**src/rtl/dffa_univ.sv**
```systemverilog
// Universal register: parallel load, sync clear, shift/rotate, up/down count, terminal-count and sticky wrap flag.
// Latency: one clk from any control to qa/ovf; no backpressure, every edge is accepted.
module dffa_univ #(
    parameter int              WIDTH   = 4,
    parameter logic [WIDTH-1:0] RST_VAL = '0
) (
    input  logic             clk,
    input  logic             clr_n,
    input  logic             sclr,
    input  logic             load,
    input  logic             en,
    input  logic [2:0]       mode,
    input  logic [WIDTH-1:0] da,
    input  logic             sin_r,
    input  logic             sin_l,
    output logic [WIDTH-1:0] qa,
    output logic             so_l,
    output logic             so_r,
    output logic             tc,
    output logic             ovf
);

    localparam logic [2:0] M_HOLD = 3'b000;
    localparam logic [2:0] M_SHL  = 3'b001;
    localparam logic [2:0] M_SHR  = 3'b010;
    localparam logic [2:0] M_ROL  = 3'b011;
    localparam logic [2:0] M_ROR  = 3'b100;
    localparam logic [2:0] M_UP   = 3'b101;
    localparam logic [2:0] M_DN   = 3'b110;

    localparam logic [WIDTH-1:0] ONE = {{(WIDTH-1){1'b0}}, 1'b1};

    logic [WIDTH-1:0] qa_nxt;
    logic             ovf_nxt;

    assign so_l = qa[WIDTH-1];
    assign so_r = qa[0];

    // tc is qualified by mode only, so it can be observed before en is raised
    always_comb begin
        tc = 1'b0;
        case (mode)
            M_UP:    tc = &qa;
            M_DN:    tc = ~|qa;
            default: tc = 1'b0;
        endcase
    end

    always_comb begin
        qa_nxt  = qa;
        ovf_nxt = ovf;
        if (sclr) begin
            qa_nxt  = RST_VAL;
            ovf_nxt = 1'b0;
        end else if (load) begin
            qa_nxt  = da;
            ovf_nxt = 1'b0;
        end else if (en) begin
            case (mode)
                M_HOLD: qa_nxt = qa;
                M_SHL:  qa_nxt = {qa[WIDTH-2:0], sin_r};
                M_SHR:  qa_nxt = {sin_l, qa[WIDTH-1:1]};
                M_ROL:  qa_nxt = {qa[WIDTH-2:0], qa[WIDTH-1]};
                M_ROR:  qa_nxt = {qa[0], qa[WIDTH-1:1]};
                M_UP: begin
                    qa_nxt = qa + ONE;
                    if (tc) ovf_nxt = 1'b1;
                end
                M_DN: begin
                    qa_nxt = qa - ONE;
                    if (tc) ovf_nxt = 1'b1;
                end
                default: qa_nxt = qa;
            endcase
        end
    end

    always_ff @(posedge clk or negedge clr_n) begin
        if (!clr_n) begin
            qa  <= RST_VAL;
            ovf <= 1'b0;
        end else begin
            qa  <= qa_nxt;
            ovf <= ovf_nxt;
        end
    end

endmodule

```
**config.mk**
```make
export PLATFORM = sky130hd
export DESIGN_NAME = dffa_univ
export DESIGN_NICKNAME = d
export VERILOG_FILES = /design/src/rtl/dffa_univ.sv
export SDC_FILE = /design/constraint.sdc
export NUM_CORES = 1
export LEC_CHECK = 0
export CAP_MARGIN = 20
export CELL_PAD_IN_SITES_DETAIL_PLACEMENT = 0
export CELL_PAD_IN_SITES_GLOBAL_PLACEMENT = 1
export CORE_MARGIN = 2
export CORE_UTILIZATION = 33
export DETAILED_ROUTE_END_ITERATION = 16
export HOLD_SLACK_MARGIN = 0.05
export PLACE_DENSITY = 0.79
export SYNTH_ARGS = -nofsm -noshare
export SYNTH_HDL_FRONTEND = slang
export SYNTH_SLANG_ARGS = --single-unit
```
**constraint.sdc**
```tcl
create_clock -name clk -period 3.3 [get_ports clk]
set_clock_uncertainty 0.2 [all_clocks]
set_input_delay 0.99 -clock clk [delete_from_list [all_inputs] [get_ports clk]]
set_output_delay 0.99 -clock clk [all_outputs]
set_load 0.02 [all_outputs]
```
==> flow_results.org <==
** Outcome
- Result of the run :: finished, final reports clean

** Yosys
- After synthesis the cells add up to 608.1 um2.
- The top cell type by area accounts for 20.58% of the synthesized area.
- For this run, the number of Yosys warnings is 0.
- Post-Syn Area per Cell :: 8.001 um2
- In the synthesized netlist the dominant register cell turns out to be dfrtp_1.
- Post-synth cell types :: 39
- Most area-hungry cell type in the Yosys netlist :: dfrtp_1
- Sequential elements use 20.58% of the synthesized area.
- When the netlist entered floorplanning its net count stood at slightly above 90.
- After synthesis, the cell types taking the most area are dfrtp_1, nand3b_1, a311oi_4, xnor2_1, buf_4.
- In the synthesized netlist, the number of instances is 76.
- Count of flip-flops with a built-in enable after synthesis :: 0
- The commonest cells after synthesis are dfrtp_1, inv_1, nand2_1.
- Post-synth ARST share :: 100.0%
- Synthesis inferred 5 register bits.

** Job
- Across the run, the number of max-cap violations was 0.

** Power and ir drop
- Total power for the finished layout comes to 254.0 uW.
- Peak supply drop :: around 140 uV
- Power density of the placed cells :: 276.2 nW/um2
- Summed over all cells, the static leakage comes to 0.3714 nW.

** Finish
- Number of antenna repair diodes :: 0
- Relative to the synthesized area, the layout overhead comes to 51.23%.
- Fill cells in the final layout number 176.
- Final layout net count :: 119
- Share of final-layout standard cells stronger than drive strength 1 :: around a fifth

** CTS
- Library cell used as clock root buffer :: clkbuf_4
- The clock reaches the later pin of the worst-skew pair after 230 ps.
- Clock net sink count :: 5
- # H-tree levels :: 1
- In this run the deepest clock path goes through 2 buffers.
- TritonCTS built the clock tree.
- Post-CTS clock slew at the launch and capture registers of the worst setup and hold paths :: about 40 ps
- Clock tree synthesis inserted a total of 3 buffers.
- Hold repair after CTS inserted 0 buffers.

** Die
- In this run the core area contains 15 standard-cell rows.
- The floorplan step set the die height to 46.93 um.
- The floorplan step defined a core boundary enclosing 1727 um2.
- The floorplan step defined a die boundary enclosing 2202 um2.
- Top-level port count :: 22
- Initial core utilization :: 35.22%
- In this run the horizontal extent of the chip is between 40 and 50 um.

** STA
- Shortest period the worst path allows :: 3250 ps
- The final hold violation count was 0.
- Max-slew violation count :: 0
- Max-Slew Margin vs Limit :: 67.85%
- Number of setup violations in the final report :: 0
- For the pin with the worst max-slew slack, the measured transition is 470.1 ps.
- The tightest hold path in the finished design has a slack of roughly 320 ps.
- Max Clk Rate :: 307.7 MHz
- Of the available clock period, the critical path in the final layout requires 98.50%.
- Setup repair after global routing left no endpoint under its margin.

** Setup path
- Capture point of the worst reg-to-reg path :: qa[2]
- Counting both buffers and inverters, the worst setup path holds a total of 2.
- Max stage delay on crit path :: a little under 500 ps
- The worst setup path is captured at a primary output.
- Endpoint arrival time on the critical path :: 2060 ps
- STA puts the critical path data required time at ~2100 ps.
- The setup check on the worst reg-to-reg path leaves a slack of 1230 ps.
- R2r startpoint :: qa[1]
- The worst register-to-register path has a depth of 7.
- Along the worst path, the maximum fanout reaches 3.
- Family with the most delay on the worst path :: buffers and inverters
- The critical path is of the primary input to primary output type.
- Standard cell with the maximum stage delay on the critical path :: clkdlybuf4s50_1
- Startpoint type of the worst setup path :: primary input
- Traced cell by cell, the critical path runs through clkdlybuf4s50_1, nand3b_1, nor3_2, or2_2, buf_6.

** Routing
- Summed over all layers, the routed wires come to 1596 um.
- In the routed design, unresolved DRC markers number 0.
- Post-detailed-route count of antenna-violating nets :: 0
- Detailed-route via count :: about 680
- The first routing iteration left 14 violations.
- The first TritonRoute pass finished after 4 iterations.
- Vias per cell :: 5.273
- Dividing the detail-routed wire length by the instance count gives roughly 12 um.

** Worst hold path
- Hold Crit Start :: ovf
- The worst hold path terminates at ovf.
- Cells on Worst Hold Path :: 2
- The path class of the tightest hold or removal check is register to register.

** Global route
- Aggregate global-route resource usage :: between 10% and 20%
- Global-route wire length before repair :: 2484 um
- Via count of the first global-routing pass :: 601
- The number of antenna violations at the first check in global routing came to 0.
- Global routing finished with a remaining overflow of 0.
- Entering global routing, the biggest net connects 14 pins.

** Placed design
- Detailed placement ended at an HPWL of around 1300 um.
- Last weighted congestion value of the routability-driven placer :: ~0.86
- Port buffering added 21 buffers.
per-stage QoR:
stage,utilization [%],std cells,setup WS [ps],area [um2],setup TNS [ps]
6_report,53.26,128,49.57,919.6,0
5_1_grt,53.26,128,7.031,919.6,0
4_1_cts,52.39,127,4.402,904.6,0
3_5_place_dp,50.14,122,-509.0,865.8,-585.5
3_3_place_gp,50.14,122,-463.2,865.8,-480.6
2_1_floorplan,-,76,328.5,608.1,0
registers in the layout, summed over array words and instances (netlist names):
signal / flops
qa: 4
ovf: 1
logic make-up after synthesis:
group | synth area share, %
AOI/OAI and AO/OA | 32.31
xor gates and xnor gates | 4.322
adders and majority gates | 2.057
buffers and inverters | 10.29
DFF | 20.58
muxes | 1.646
and+or+nand+nor | 28.81
worst min-delay path: stages (launching register included):
cell and delay (ps):
dfrtp_1 370, inv_1 50, a211oi_1 50
cell type report:
cell class	instances	area, um2	area share (%)
Tap cell	25	31.28	3.401
Timing Repair Buffer	31	287.8	31.29
Multi-Input combinational cell	58	430.4	46.80
Inverter	5	18.77	2.041
Clock buffer	4	26.28	2.857
Sequential cell	5	125.1	13.61
how the worst max path moves through the flow:
stage / from / end / slack [ps] / depth (start not counted)
3_5_place_dp: mode[0] / tc / -510 / 5
2_1_floorplan: mode[0] / tc / 330 / 4
3_3_place_gp: mode[0] / tc / -460 / 5
6_report: mode[2] / tc / 50 / 5
4_1_cts: mode[1] / tc / 4 / 5
5_1_grt: mode[2] / tc / 7 / 5
power by group:
group | total [mW] | internal (mW) | switching (mW)
logic | 0.116 | 0.0591 | 0.0565
clock network | 0.0685 | 0.0456 | 0.0229
registers | 0.0699 | 0.0662 | 0.00372
cells in the final DEF (no fill, tap or decap), types with 2 or more instances in the layout:
| master | count |
|---|---|
| nand2b_1 | 2 |
| nand3_1 | 2 |
| nor3_2 | 2 |
| o41ai_1 | 2 |
| nand2_1 | 5 |
| dfrtp_1 | 5 |
| a21oi_1 | 3 |
| o21ai_0 | 4 |
| inv_1 | 5 |
| xnor2_1 | 3 |
| clkdlybuf4s50_1 | 18 |
| or3_1 | 2 |
| nand3b_1 | 4 |
| nor2_1 | 4 |
| buf_4 | 10 |
| a221oi_1 | 2 |
| clkbuf_4 | 3 |
| a211oi_1 | 2 |
timing repair:
action / 4_1_cts / 5_1_grt
setup endpoints to repair: 1 / 1
pin swaps: 0 / 0
gates cloned: 0 / 0
resized for setup: 8 / 2
buffers inserted: 1 / 1
hold endpoints to repair: 0 / 0
layer usage:
metal  GRT usage [%]  vias to the layer above  part of all wire, %
li1                -                      344                    -
met1           19.08                      308                   45
met2           27.12                       21                   50
met3           2.692                        2                  4.3
met4           6.111                        0                 0.94
met5               0                        -                    0
Note: power is estimated with default switching activity, not from simulation.
